### src/rtl/architecture_iot_buttons_in.sv
// Avalon-MM button/switch input port for the IOT bus.
// Each input bit is synchronised, debounced and edge-detected in its own lane.
// The top level holds the shared register file: IRQ mask, W1C edge capture,
// registered read data and the level irq.

module architecture_iot_buttons_in_lane #(
    parameter int DEBOUNCE_CYCLES = 50000,
    parameter int EDGE_TYPE       = 1,
    parameter int IDLE_LEVEL      = 1
) (
    input  logic clk,
    input  logic reset_n,
    input  logic in_bit,
    output logic level,
    output logic edge_hit
);
    localparam int              CW   = $clog2(DEBOUNCE_CYCLES);
    localparam logic [CW-1:0]   TERM = CW'(DEBOUNCE_CYCLES - 1);
    localparam logic            IDLE = (IDLE_LEVEL != 0);

    logic          sync1, sync2;
    logic          level_d;
    logic [CW-1:0] cnt;

    // Two-flop synchroniser; only sync2 is used downstream.
    always_ff @(posedge clk or negedge reset_n) begin
        if (!reset_n) begin
            sync1 <= IDLE;
            sync2 <= IDLE;
        end else begin
            sync1 <= in_bit;
            sync2 <= sync1;
        end
    end

    // Accept a new level only after it has been stable for DEBOUNCE_CYCLES samples;
    // any return to the current level restarts the count.
    always_ff @(posedge clk or negedge reset_n) begin
        if (!reset_n) begin
            level <= IDLE;
            cnt   <= '0;
        end else if (sync2 == level) begin
            cnt <= '0;
        end else if (cnt == TERM) begin
            level <= sync2;
            cnt   <= '0;
        end else begin
            cnt <= cnt + 1'b1;
        end
    end

    // Delayed copy of the debounced level for edge detection; resets to idle
    // so that reset itself never looks like an edge.
    always_ff @(posedge clk or negedge reset_n) begin
        if (!reset_n) level_d <= IDLE;
        else          level_d <= level;
    end

    // Select which transition(s) count as an edge.
    always_comb begin
        edge_hit = 1'b0;
        case (EDGE_TYPE)
            0:       edge_hit = level & ~level_d;
            1:       edge_hit = ~level & level_d;
            default: edge_hit = level ^ level_d;
        endcase
    end
endmodule

module architecture_iot_buttons_in #(
    parameter int WIDTH           = 5,
    parameter int DEBOUNCE_CYCLES = 50000,
    parameter int EDGE_TYPE       = 1,
    parameter int IDLE_LEVEL      = 1
) (
    input  logic             clk,
    input  logic             reset_n,
    input  logic [1:0]       address,
    input  logic             chipselect,
    input  logic             write_n,
    input  logic [31:0]      writedata,
    input  logic [WIDTH-1:0] in_port,
    output logic [31:0]      readdata,
    output logic             irq
);
    logic [WIDTH-1:0] level;
    logic [WIDTH-1:0] edge_hit;
    logic [WIDTH-1:0] irq_mask;
    logic [WIDTH-1:0] edge_capture;
    logic [WIDTH-1:0] clr;
    logic             rd, wr;
    logic             unused_wdata;

    assign rd           = chipselect &&  write_n;
    assign wr           = chipselect && !write_n;
    assign unused_wdata = ^writedata;

    genvar i;
    generate
        for (i = 0; i < WIDTH; i++) begin : g_lane
            architecture_iot_buttons_in_lane #(
                .DEBOUNCE_CYCLES(DEBOUNCE_CYCLES),
                .EDGE_TYPE      (EDGE_TYPE),
                .IDLE_LEVEL     (IDLE_LEVEL)
            ) u_lane (
                .clk     (clk),
                .reset_n (reset_n),
                .in_bit  (in_port[i]),
                .level   (level[i]),
                .edge_hit(edge_hit[i])
            );
        end
    endgenerate

    // W1C clear mask for the edge-capture register.
    always_comb begin
        clr = '0;
        if (wr && address == 2'd3) clr = writedata[WIDTH-1:0];
    end

    // IRQ mask write.
    always_ff @(posedge clk or negedge reset_n) begin
        if (!reset_n)                   irq_mask <= '0;
        else if (wr && address == 2'd2) irq_mask <= writedata[WIDTH-1:0];
    end

    // Edge capture: a new edge beats a simultaneous W1C on the same bit.
    always_ff @(posedge clk or negedge reset_n) begin
        if (!reset_n) edge_capture <= '0;
        else          edge_capture <= (edge_capture & ~clr) | edge_hit;
    end

    // Registered level interrupt.
    always_ff @(posedge clk or negedge reset_n) begin
        if (!reset_n) irq <= 1'b0;
        else          irq <= |(edge_capture & irq_mask);
    end

    // Read data, one-cycle latency, held between reads; unused bits read 0.
    always_ff @(posedge clk or negedge reset_n) begin
        if (!reset_n) begin
            readdata <= '0;
        end else if (rd) begin
            case (address)
                2'd0:    readdata <= 32'(level);
                2'd2:    readdata <= 32'(irq_mask);
                2'd3:    readdata <= 32'(edge_capture);
                default: readdata <= '0;
            endcase
        end
    end
endmodule

### config.mk
export PLATFORM = sky130hd
export DESIGN_NAME = architecture_iot_buttons_in
export DESIGN_NICKNAME = d
export VERILOG_FILES = /design/src/rtl/architecture_iot_buttons_in.sv
export SDC_FILE = /design/constraint.sdc
export NUM_CORES = 1
export LEC_CHECK = 0
export ABC_AREA = 1
export BUFFER_PORTS_ARGS = -buffer_cell sky130_fd_sc_hd__buf_4
export CAP_MARGIN = 15
export CORE_MARGIN = 2
export CORE_UTILIZATION = 35
export CTS_CLUSTER_SIZE = 25
export DETAILED_ROUTE_END_ITERATION = 6
export GPL_ROUTABILITY_DRIVEN = 0
export HOLD_SLACK_MARGIN = 0.02
export PLACE_DENSITY = 0.58
export SLEW_MARGIN = 20
export SYNTH_ARGS = -nofsm -noshare
export SYNTH_HDL_FRONTEND = slang
export SYNTH_HIERARCHICAL = 1
export SYNTH_SLANG_ARGS = --single-unit
export TNS_END_PERCENT = 10
### constraint.sdc
create_clock -name clk -period 1.3 [get_ports clk]
set_input_delay 0.195 -clock clk [delete_from_list [all_inputs] [get_ports clk]]
set_output_delay 0.195 -clock clk [all_outputs]
set_load 0.1 [all_outputs]
### Word-level counts from Yosys, hierarchy flattened

Cells that the tools add are included.

| word-level totals | value |
|---|---|
| bits of input ports | 43 |
| output and inout bits | 33 |
| bits in registers | 143 |
| word-level logic and storage cells | 89 |

| operators by class | value |
|---|---|
| equality and inequality tests | 12 |
| reduce and logical (&&, ||, !) cells | 12 |
| $add $sub $neg | 5 |
| multiplexer cells | 12 |
| bitwise operators | 19 |

Operators by type and width:

| cell | number |
|---|---|
| $mux W16 | 10 |
| $add A16 B1 Y16 const B | 5 |
| $eq A16 B16 Y1 const B | 5 |
| $pmux W5 S3 | 1 |
| $and A5 B5 Y5 | 2 |
| $not A1 Y1 | 10 |
| $reduce_and A2 Y1 | 5 |
| $and A1 B1 Y1 | 5 |
| $eq A1 B1 Y1 | 5 |
| $mux W5 | 1 |
| $not A5 Y5 | 1 |
| $or A5 B5 Y5 | 1 |
| $reduce_or A5 Y1 | 1 |
| $eq A2 B2 Y1 const B | 2 |
| $logic_and A1 B1 Y1 | 4 |
| $logic_not A2 Y1 | 1 |
| $logic_not A1 Y1 | 1 |

### Longest topological paths before layout

Gate-level depths: netlist of run 1.

| logic depth | value |
|---|---|
| depth in word-level cells | 7 |
| gate-level depth with buffers | 7 |
| depth with buffers taken out | 7 |

### Modules after synthesis

Netlist of run 1, hierarchy kept.

Modules (own cells, without submodules):

| module | instances | sequential area each (sq um) | cells an instance | area each (sq um) |
|---|---|---|---|---|
| architecture_iot_buttons_in_lane | 5 | 505.5 | 125 | 1057.3 |
| architecture_iot_buttons_in | 1 | 400.4 | 132 | 1008.5 |

### Least setup slack after synthesis of run 1

OpenSTA, ideal clock, no wires.

| path | value |
|---|---|
| path type | register to register |
| start point | register g_lane[0].u_lane.cnt[0] |
| end point | register g_lane[0].u_lane.cnt[8] |
| data arrival time | 1.120 ns |
| clock period less this slack | 1.238 ns |
| data required time | 1.181 ns |
| cell stages (with the launch flop) | 7 |
| path buffers | 0 |
| slack | 0.062 ns |
| library setup time | 0.119 ns |
| cell sequence | dfrtp_1 > ha_1 > nand3_4 > nor3_4 > nand2_2 > nand2_2 > nor2_1 |

| on the way | value |
|---|---|
| longest elaborated chain between the ends | 3 |
| elaborated cells on any way between the ends | 4 |
| those cells by class | add/sub: 1; eq/ne: 1; mux: 2 |

RTL lines:

| what | RTL line | source |
|---|---|---|
| start: declaration | 23 | `logic [CW-1:0] cnt;` |
| start signal: assignment | 48 | `cnt <= cnt + 1'b1;` |
| $add A16 B1 Y16 / $eq A16 B16 Y1 (equally long branches) | 48, 44 |  |
| $mux W16 (*) | 44 | `end else if (cnt == TERM) begin` |
| $mux W16 (*) | 42 | `end else if (sync2 == level) begin` |

Mark *: on every way between the ends. The rest lies on a longest branch, timed or not.
A chain may end at the register's enable or synchronous reset.

### Worst setup path in the final report of run 1

| path | value |
|---|---|
| start point | register g_lane[2].u_lane.cnt[0] |
| end point | register g_lane[2].u_lane.cnt[6] |

| on the way | value |
|---|---|
| longest elaborated chain between the ends | 3 |
| elaborated cells on any way between the ends | 4 |
| those cells by class | add/sub: 1; eq/ne: 1; mux: 2 |

RTL lines:

| what | RTL line |
|---|---|
| start: declaration | 23 |
| start signal: assignment | 48 |
| $add A16 B1 Y16 / $eq A16 B16 Y1 (equally long branches) | 48, 44 |
| $mux W16 (*) | 44 |
| $mux W16 (*) | 42 |

Marks and branches as above.

==> metrics.md, run 1 <==
| Metric | Value |
|---|---|
| Number of antenna violations at the first check in global routing | 0 |
| Crit-path max FO | 6 |
| CTS H-tree lvls | 4 |
| Number of port buffers | 21 |
| Lkg Pwr | around 4.0 nW |
| Clock root buffer | clkbuf_16 |
| Final slew viol count | 0 |
| Setup Skew | slightly above 0.006 ns |
| Seq cells post-synth | around 120 |
| Yosys warns | 6 |
| Clk_lat worst skew | roughly 0.41 ns |
| Vias in the first global route | roughly 4800 |
| GR Overflow Total | 0 |
| Clock slew at reported path FFs | roughly 0.05 ns |
| Critical Path End Type | register |
| Nets | 920 |
| DRC | 0 |
| Critical Path Start Type | register |
| Pwr Density | approximately 1300 nW/um2 |
| Total power | about 10 mW |
| Fin crit period | 1.30 ns |
| Synth Instances | between 700 and 800 |
| Yosys top cell by area | dfrtp_1 |
| CTS buffer count | 17 |
| CTS tree | done |
| Fillers | 1705 |
| HP Class | input port to register |
| Drt via density | approximately 4.5 |
| Final setup viols | 1 |
| Fin Hold WS | 0.0647 ns |
| Top-Level Pins | 76 |
| Most frequent cell after synthesis | nor2_1 |
| Synth unique cells | 25 |
| Ratio of cells with drive above 1 in the final layout | roughly 26% |
| Die X | around 140 um |
| Asr flop ratio synth | 100% |
| Core area | 17800 um2 |
| CP Class | register to register |
| DR vias | around 5000 |
| Finished Layout Cells | 1114 |
| Initial Utilization | between 30% and 40% |
| Final ANT Viol Nets | 0 |
| Post-DP HPWL | ~9.4 mm |
| Max Clk Rate | between 700 and 800 MHz |
| Clk buf depth | 2 |
| Top-area cell type share of the netlist area | about two fifths |
| WL per Instance | 11.7 um |
| Placed cells | approximately 1100 |
| Drt first pass iters | 4 |
| Die Area | approximately 19000 um2 |
| Die height | ~140 um |
| Setup WS post-layout | -0.00429 ns |
| Final Routed Wirelength | between 10 and 15 mm |
| Cell row count | a little under 50 |
| N_diodes | 0 |
| Peak supply drop | 1050 uV |
| Area Overhead vs Synth | 28.7% |
| Synthesized cell area | around 6300 um2 |
| Seq/Total Area, Yosys | 46.5% |
| Largest net degree at the start of global routing | 35 |
| Final hold vios | 0 |
| Sink Count | between 100 and 150 |
| Mean area per synthesized cell | ~8.3 um2 |
| Status | complete, but fails checks |
| First-pass GRT wire length | about 23 mm |
| GRT Util Overall | ~15% |
| CP arrival | around 1.6 ns |
| Failing checks | negative setup slack |
| Main synth FF type | dfrtp_1 |
| RSZ-0062 raised after global routing | yes |
| CP required | roughly 1.6 ns |
| Initial drt markers | 362 |
| Max-Cap Viols | 0 |
| Final Cycle Share | 100% |
| Synth area leaders | dfrtp_1, nor2_1, nand2_1 |
| Post-synth EDFFs | 0 |
| Top cell types by occurrence after synthesis | nor2_1, nand2_1, dfrtp_1 |
[routing by layer]
metal,track usage (%),vias to the layer above,part of all wire (%)
li1,-,2546,-
met1,20.1,2356,49
met2,22.8,74,46
met3,3.64,8,3.3
met4,4.56,0,0.98
met5,0,-,0
[registers in the layout, indices dropped and copies added, names as in the netlist]
signal,flops
g_lane.u_lane/sync1,5
g_lane.u_lane/cnt,80
irq_mask,5
readdata,5
irq,1
edge_capture,5
g_lane.u_lane/level_d,5
g_lane.u_lane/sync2,5
g_lane.u_lane/level,5
[critical path, stage by stage (launching register included)]
cell and delay [ns]:
dfrtp_1 0.35, ha_2 0.22, nand3_4 0.14, nor3_4 0.19, nand2_4 0.11, nand2_4 0.11
nor2_1 0.06
[cell type report]
type                    instances  area, um2  area share (%)
multi-input cells             549       3110            38.4
flip-flops and latches        116       2930            36.1
repair buffers                 99        796            9.82
clock buffers                  20        447            5.51
inverters                      89        334            4.12
well taps                     229        287            3.54
clock inverters                12        203            2.50
[per-stage QoR]
stage / area [um2] / worst slack, ns / util [%] / TNS [ns]
3_3_place_gp: 7170 / -0.0495 / 40.3 / -0.760
3_5_place_dp: 7170 / -0.0632 / 40.3 / -1.37
2_1_floorplan: 6390 / 0.0617 / - / 0
5_1_grt: 8100 / -0.104 / 45.6 / -3.33
6_report: 8100 / -0.00429 / 45.6 / -0.00429
4_1_cts: 7990 / -0.0256 / 44.9 / -0.106
[where the power goes]
group / internal, mW / total (mW) / switching [mW]
Combinational: 0.292 / 1.20 / 0.910
Sequential: 3.77 / 3.89 / 0.117
Clock: 3.45 / 5.12 / 1.67
[path summary, 6_finish.rpt]
path                                          from                      end  cells past startpoint  slack [ns]
setup / recovery           g_lane[2].u_lane/cnt[0]  g_lane[2].u_lane/cnt[6]                      6      -0.004
hold / removal                        writedata[0]              irq_mask[0]                      3        0.06
setup reg to reg           g_lane[2].u_lane/cnt[0]  g_lane[2].u_lane/cnt[6]                      6      -0.004
hold reg to reg             g_lane[2].u_lane/sync1   g_lane[2].u_lane/sync2                      0        0.36
max in group asynchronous                  reset_n   g_lane[4].u_lane/sync2                      3        0.48
min in group asynchronous                  reset_n  g_lane[1].u_lane/cnt[2]                      2        0.25
[cells in the final DEF, fill, tap and decap left out, drive strengths merged, types with 6 or more instances in the layout]
cell / Yosys / final
nor2: 177 / 177
nand2: 162 / 162
dfrtp: 96 / 96
buf: 29 / 93
inv: 89 / 90
nand3: 77 / 77
xor2: 40 / 40
conb: 1 / 27
dfstp: 20 / 20
clkbuf: 0 / 20
a31oi: 10 / 10
nand4: 10 / 10
nor3: 10 / 10
xnor2: 10 / 10
a21oi: 10 / 10
dlygate4sd3: 0 / 6
[what timing repair did]
item                                    CTS  global route
endpoints found under the hold margin    26             0
buffers inserted                          2             1
hold buffers                              6             0
endpoints found under the setup margin   39            71
resized for setup                        18            27
pin swaps                                 1             2
[cells by family after synthesis]
logic type      after synthesis  synth area share, %
compound gates               30                 3.08
xor+xnor                     50                 7.55
fa+ha+maj                     5                0.994
buf+inv                     118                 8.83
flops                       116                 46.5
other cells                   1               0.0596
simple gates                437                 33.0
No activity file was read; power rests on OpenSTA's default activity.
==> run 2: changes to the inputs <==
--- a/config.mk
+++ b/config.mk
@@ -13,8 +13,10 @@
 export CTS_CLUSTER_SIZE = 25
 export DETAILED_ROUTE_END_ITERATION = 6
 export GPL_ROUTABILITY_DRIVEN = 0
+export GPL_TIMING_DRIVEN = 1
 export HOLD_SLACK_MARGIN = 0.02
 export PLACE_DENSITY = 0.58
+export RECOVER_POWER = 25
 export SLEW_MARGIN = 20
 export SYNTH_ARGS = -nofsm -noshare
 export SYNTH_HDL_FRONTEND = slang
==> run 2 against run 1 <==
  * The run still ends with negative setup slack left
  * Critical path depth did not move
  * Global-route usage did not move
  * Combinational power barely moved
  * Total power barely moved
  * Hold slack got worse by 0.0013 ns
  * Die area did not move
  * First-iteration DRC count rose by 2.8%
  * Sequential power barely moved
  * Clock skew barely moved
  * Critical path type unchanged
  * Largest cell class unchanged
  * Highest routed layer unchanged
==> metrics.md, run 2 (synthesized netlist as in run 1, its figures left out) <==
| Metric | Value |
|---|---|
| Fillers | 1702 (-0.18%) |
| Worst path most repeated cell | nand2_4 |
| CP arrival | 1.60 ns (about the same) |
| Initial Utilization | 35.4% (unchanged) |
| Max-Cap Viols | 0 (unchanged) |
| Flop2flop setup slack | -0.005 ns (about the same) |
| Most common cell after layout, fill and taps aside | nor2_1 |
| Setup WS post-layout | -0.00483 ns (-0.000538 ns) |
| Setup Skew | 0.00603 ns (+0.00000153 ns) |
| Initial drt markers | 372 (+2.8%) |
| Worst setup startpoint | g_lane[2].u_lane/cnt[0] |
| Drt first pass iters | 5 (+1) |
| Sink Count | 116 (unchanged) |
| Final Routed Wirelength | 13.1 mm (about the same) |
| Area Overhead vs Synth | 28.5% |
| FF-to-FF End | g_lane[2].u_lane/cnt[6] |
| Switch share | 26.4% (about the same) |
| Multi-input gate area | 3110 um2 (unchanged) |
| P_sw | 2.69 mW (-0.15%) |
| Number of port buffers | 21 (unchanged) |
| Final setup viols | 2 (+1) |
| Placed Area | 7170 um2 (unchanged) |
| Cell row count | 49 (unchanged) |
| Reg with most FFs | g_lane.u_lane/cnt |
| CP Class | register to register |
| Top-Level Pins | 76 (unchanged) |
| CTS tree | done |
| CP required | 1.59 ns (about the same) |
| Failing checks | negative setup slack |
| Logic gate share of total power | 11.7% (about the same) |
| Crit-path max FO | 6 (unchanged) |
| Clk_lat worst skew | 0.41 ns (about the same) |
| Status | complete, but fails checks |
| Critical Path Start Type | register |
| Final hold vios | 0 (unchanged) |
| Largest net degree at the start of global routing | 35 (unchanged) |
| Sequential fraction of design power | 38.1% (about the same) |
| RSZ-0062 raised after global routing | yes |
| Clock slew at reported path FFs | 0.05 ns (about the same) |
| Slew HR | between 50% and 60% |
| Fin area | 8090 um2 (-0.15%) |
| First-pass GRT wire length | 22.7 mm (unchanged) |
| Placed cells | 1073 (unchanged) |
| DR vias | 4996 (+0.24%) |
| Nets | 920 (unchanged) |
| Register area | 2930 um2 (unchanged) |
| Die X | 138 um (unchanged) |
| N_diodes | 0 (unchanged) |
| Cell family with most CP delay | simple AND/OR/NAND/NOR gates |
| Finished Layout Cells | 1114 (unchanged) |
| Worst hold path startpoint | writedata[0] |
| WL per Instance | 11.7 um (about the same) |
| Commonest cells after routing, fill and taps aside | nor2_1, nand2_1, dfrtp_1, inv_1, buf_4 |
| DRC | 0 (unchanged) |
| Number of antenna violations at the first check in global routing | 0 (unchanged) |
| Worst path bufs/invs | 0 (unchanged) |
| Final ANT Viol Nets | 0 (unchanged) |
| Worst Hold End | irq_mask[0] |
| Int Pwr | 7.52 mW (about the same) |
| Pwr Density | 1260 nW/um2 (about the same) |
| FF-to-FF Start | g_lane[2].u_lane/cnt[0] |
| Clk buf depth | 2 (unchanged) |
| Core area | 17800 um2 (unchanged) |
| Lkg Pwr | 4.01 nW (-0.23%) |
| Setup_tns | -0.00525 ns (-0.000961 ns) |
| Final Cycle Share | 100% (about the same) |
| Ratio of cells with drive above 1 in the final layout | 25.6% (-0.23 points) |
| GRT Util Overall | 14.6% (unchanged) |
| CTS buffer count | 17 (unchanged) |
| CTS H-tree lvls | 4 (unchanged) |
| Peak supply drop | 1050 uV (+0.55%) |
| Die Area | 19100 um2 (unchanged) |
| Clock root buffer | clkbuf_16 |
| Critical Path Slowest Stage Cell | dfrtp_1 |
| Drt via density | 4.48 (+0.24%) |
| Post-DP HPWL | 9.40 mm (unchanged) |
| HP Class | input port to register |
| Hold path cells | 3 (unchanged) |
| Clock power share | 50.2% (about the same) |
| Worst-Margin Slew | 0.733 ns |
| Fin crit period | 1.30 ns (+0.000538 ns) |
| Final slew viol count | 0 (unchanged) |
| Die height | 138 um (unchanged) |
| Critical Path End Type | register |
| Critical-path cell list | ha_2 -> nand3_4 -> nor3_4 -> nand2_4 -> nand2_4 -> nor2_1 |
| CP peak stage delay | 0.35 ns (about the same) |
| Max Clk Rate | 766 MHz (about the same) |
| Worst Reg-to-Reg Cells | 6 (unchanged) |
| Vias in the first global route | 4760 (unchanged) |
| GR Overflow Total | 0 (unchanged) |
| Largest register FFs | 80 (unchanged) |
[run 2: changes by cell type in the layout (fill, tap and decap cells not counted), sizes merged]
cell    change
buf         -8
clkbuf      +8
[run 2: worst reg2reg max path, cell delays in order, from the launching register on]
cell,delay (ns)
dfrtp_1,0.35
ha_2,0.22
nand3_4,0.14
nor3_4,0.19
nand2_4,0.11
nand2_4,0.11
nor2_1,0.06
[run 2: how the worst max path moves through the flow]
stage | slack [ns] | end | depth (start not counted)
6_report | -0.005 | g_lane[2].u_lane/cnt[6] | 6
5_1_grt | -0.10 | g_lane[4].u_lane/cnt[9] | 6
4_1_cts | -0.03 | g_lane[1].u_lane/cnt[6] | 6
3_5_place_dp | -0.06 | g_lane[4].u_lane/cnt[8] | 6
3_3_place_gp | -0.05 | g_lane[4].u_lane/cnt[8] | 6
2_1_floorplan | 0.06 | g_lane[0].u_lane/cnt[8] | 6
[run 2: final cells by class]
type / instances / share of cell area [%]
inverters: 89 / 4.13
clock buffers: 20 / 5.52
multi-input cells: 549 / 38.4
flip-flops and latches: 116 / 36.2
well taps: 229 / 3.54
repair buffers: 99 / 9.68
clock inverters: 12 / 2.51
[run 2: metrics by stage]
stage	setup slack [ns]	util, %	hold slack, ns	power, mW
final	-0.00483	45.5	0.0634	10.2
after global routing	-0.104	45.5	0.0649	10.6
after CTS	-0.0256	44.9	0.0442	10.3
after detailed placement	-0.0632	40.3	0.143	5.11
after global placement	-0.0495	40.3	0.149	5.09
after floorplan	0.0617	-	-0.101	4.82
[run 2: repair_timing]
| item | 4_1_cts | 5_1_grt |
|---|---|---|
| setup buffers | 2 | 1 |
| gates resized for setup | 18 | 27 |
| hold buffers | 6 | 0 |
| setup endpoints to repair | 39 | 71 |
| hold endpoints to repair | 26 | 0 |
| pin swaps | 1 | 2 |
[run 2: power groups by stage]
stage / logic (mW) / clock network (mW) / registers (mW)
6_report: 1.20 / 5.12 / 3.89
5_1_grt: 1.29 / 5.43 / 3.91
4_1_cts: 1.20 / 5.25 / 3.88
3_5_place_dp: 1.17 / 0 / 3.94
3_3_place_gp: 1.16 / 0 / 3.93
2_1_floorplan: 0.650 / 0 / 4.17
[run 2: layer usage]
metal | GRT usage [%] | part of all wire (%) | vias to the layer above
met5 | 0 | 0 | -
met1 | 20.1 | 49 | 2364
met2 | 22.8 | 47 | 80
met3 | 3.64 | 3.4 | 6
met4 | 4.56 | 0.62 | 0
li1 | - | - | 2546
==> run 3: changes to the inputs <==
--- a/config.mk
+++ b/config.mk
@@ -6,7 +6,7 @@
 export NUM_CORES = 1
 export LEC_CHECK = 0
 export ABC_AREA = 1
-export BUFFER_PORTS_ARGS = -buffer_cell sky130_fd_sc_hd__buf_4
+export BUFFER_PORTS_ARGS = -buffer_cell sky130_fd_sc_hd__clkbuf_2
 export CAP_MARGIN = 15
 export CORE_MARGIN = 2
 export CORE_UTILIZATION = 35
@@ -15,7 +15,7 @@
 export GPL_ROUTABILITY_DRIVEN = 0
 export GPL_TIMING_DRIVEN = 1
 export HOLD_SLACK_MARGIN = 0.02
-export PLACE_DENSITY = 0.58
+export PLACE_DENSITY = 0.65
 export RECOVER_POWER = 25
 export SLEW_MARGIN = 20
 export SYNTH_ARGS = -nofsm -noshare
==> run 3 against run 2 <==
  * The run still ends with negative setup slack left
  * Routed wire length fell by 0.79%
  * Combinational power rose by 6%
  * Final area shrank 0.87%
  * First-iteration DRC count shrank 20%
  * Clock skew grew 0.0011 ns
  * Core utilization shrank 0.39 points
  * Sequential cell count unchanged
  * Critical path type unchanged
  * Critical endpoint is now g_lane[3].u_lane/cnt[10]
  * Largest power group unchanged
==> metrics.md, run 3 (synthesized netlist as in run 1, its figures left out) <==
| Metric | Value |
|---|---|
| Nets | 917 (-0.33%) |
| Setup_tns | -0.386 ns (-0.381 ns) |
| Final ANT Viol Nets | 0 (unchanged) |
| CTS buffer count | 17 (unchanged) |
| Switch share | 27.2% (+0.86 points) |
| Max Clk Rate | 744 MHz (-2.9%) |
| CP peak stage delay | 0.35 ns (about the same) |
| Clk_lat worst skew | 0.42 ns (about the same) |
| Clock slew at reported path FFs | 0.05 ns (about the same) |
| Peak supply drop | 763 uV (-28%) |
| Max-Cap Viols | 0 (unchanged) |
| Number of port buffers | 21 (unchanged) |
| Most common cell after layout, fill and taps aside | nor2_1 |
| Final Routed Wirelength | 13.0 mm (-0.79%) |
| Final Cycle Share | 103% (+3.0 points) |
| Vias in the first global route | 4713 (-0.99%) |
| Commonest cells after routing, fill and taps aside | nor2_1, nand2_1, dfrtp_1, inv_1, nand3_1 |
| Critical Path Start Type | register |
| Post-DP HPWL | 9.20 mm (-2.1%) |
| Clk buf depth | 2 (unchanged) |
| Worst path bufs/invs | 1 (+1) |
| Die X | 138 um (unchanged) |
| RSZ-0062 raised after global routing | yes |
| Fillers | 1690 (-0.71%) |
| Setup WS post-layout | -0.0443 ns (-0.0395 ns) |
| GR Overflow Total | 0 (unchanged) |
| DRC | 0 (unchanged) |
| Clock root buffer | clkbuf_16 |
| WL per Instance | 11.7 um (-0.52%) |
| Die Area | 19100 um2 (unchanged) |
| Crit-path max FO | 5 (-1) |
| Logic gate share of total power | 13.1% (+1.4 points) |
| Int Pwr | 7.04 mW (-6.3%) |
| Final hold vios | 0 (unchanged) |
| Final slew viol count | 0 (unchanged) |
| Top-Level Pins | 76 (unchanged) |
| CP required | 1.60 ns (about the same) |
| Cell family with most CP delay | simple AND/OR/NAND/NOR gates |
| Failing checks | negative setup slack |
| Largest register FFs | 80 (unchanged) |
| CP Class | register to register |
| Number of antenna violations at the first check in global routing | 0 (unchanged) |
| Sequential fraction of design power | 40.4% (+2.3 points) |
| Critical Path Slowest Stage Cell | dfrtp_1 |
| CP arrival | 1.65 ns (+0.05 ns) |
| Core area | 17800 um2 (unchanged) |
| Largest net degree at the start of global routing | 38 (+8.6%) |
| N_diodes | 0 (unchanged) |
| CTS tree | done |
| Status | complete, but fails checks |
| Reg with most FFs | g_lane.u_lane/cnt |
| Sink Count | 116 (unchanged) |
| Clock power share | 46.5% (-3.7 points) |
| Area Overhead vs Synth | 27.4% |
| Fin crit period | 1.34 ns (+0.0395 ns) |
| HP Class | input port to register |
| Setup Skew | 0.00713 ns (+0.00110 ns) |
| Initial drt markers | 297 (-20%) |
| First-pass GRT wire length | 22.0 mm (-3.2%) |
| P_sw | 2.63 mW (-2.1%) |
| Ratio of cells with drive above 1 in the final layout | 25.9% (+0.20 points) |
| Drt via density | 4.44 (-0.99%) |
| Total power | 9.68 mW (-5.2%) |
| Drt first pass iters | 5 (unchanged) |
| CTS H-tree lvls | 4 (unchanged) |
| Die height | 138 um (unchanged) |
| Initial Utilization | 35.4% (unchanged) |
| DR vias | 4933 (-1.3%) |
| Lkg Pwr | 3.96 nW (-1.2%) |
| Critical-path cell list | ha_2 -> nand3_4 -> buf_4 -> nor3_4 -> nand3_1 -> nand2_1 -> nor2_1 |
| Pwr Density | 1210 nW/um2 (-4.4%) |
| Critical Path End Type | register |
| Cell row count | 49 (unchanged) |
| Final setup viols | 24 (+22) |
| GRT Util Overall | 14.2% (-0.37 points) |
run 3: cell count changes in the layout (fill, tap and decap cells not counted), sizes merged:
cell	previous run	this run
buf	85	73
clkbuf	28	40
bufinv	5	2
clkinv	2	3
inv	90	89
run 3: cell type report:
class	count	area [um2]	area share (%)
clock buffers	23	468	5.83
clock inverters	9	105	1.31
inverters	89	334	4.16
multi-input cells	549	3120	38.9
flip-flops and latches	116	2930	36.5
well taps	229	287	3.57
repair buffers	96	781	9.73
run 3: worst paths after layout:
path / from / end / slack [ns] / cells after the start
min in group asynchronous: reset_n / g_lane[1].u_lane/cnt[15] / 0.26 / 2
worst max-delay path: g_lane[3].u_lane/cnt[1] / g_lane[3].u_lane/cnt[10] / -0.04 / 7
worst min register to register: g_lane[4].u_lane/sync1 / g_lane[4].u_lane/sync2 / 0.35 / 0
worst max register to register: g_lane[3].u_lane/cnt[1] / g_lane[3].u_lane/cnt[10] / -0.04 / 7
max in group asynchronous: reset_n / g_lane[4].u_lane/sync1 / 0.18 / 3
worst min-delay path: writedata[0] / irq_mask[0] / 0.06 / 3
run 3: power groups by stage:
stage	combinational, mW	clock (mW)	sequential (mW)
floorplan	0.650	0	4.17
global placement	1.24	0	3.95
detailed placement	1.24	0	3.96
CTS	1.27	4.62	3.90
global route	1.36	4.82	3.93
finish	1.27	4.50	3.91
run 3: metrics by stage:
stage / utilization, % / setup slack (ns) / hold slack [ns] / cells / cell area, um2
after global routing: 45.1 / -0.114 / 0.0539 / 1111 / 8020
final: 45.1 / -0.0443 / 0.0553 / 1111 / 8020
after detailed placement: 40.3 / -0.0446 / 0.0894 / 1069 / 7170
after CTS: 44.2 / -0.00992 / 0.0433 / 1107 / 7860
after global placement: 40.3 / -0.0249 / 0.0909 / 1069 / 7170
after floorplan: - / 0.0617 / -0.101 / 783 / 6390
run 3: repair_timing:
item	4_1_cts	5_1_grt
hold buffers	6	0
endpoints found under the setup margin	33	81
pin swaps	0	10
hold endpoints to repair	102	0
buffers inserted	0	4
gates resized for setup	14	37
run 3: metal layers:
metal	vias to the layer above	GRT usage (%)	part of all wire (%)
met5	-	0	0
met4	0	5.96	2.0
met3	16	4.09	3.8
met2	99	21.7	46
met1	2284	19.1	48
li1	2534	-	-
run 3: worst min-delay path, cell delays in order:
cell and delay [ns]:
clkbuf_2 0.11, inv_1 0.05, o21ai_0 0.07
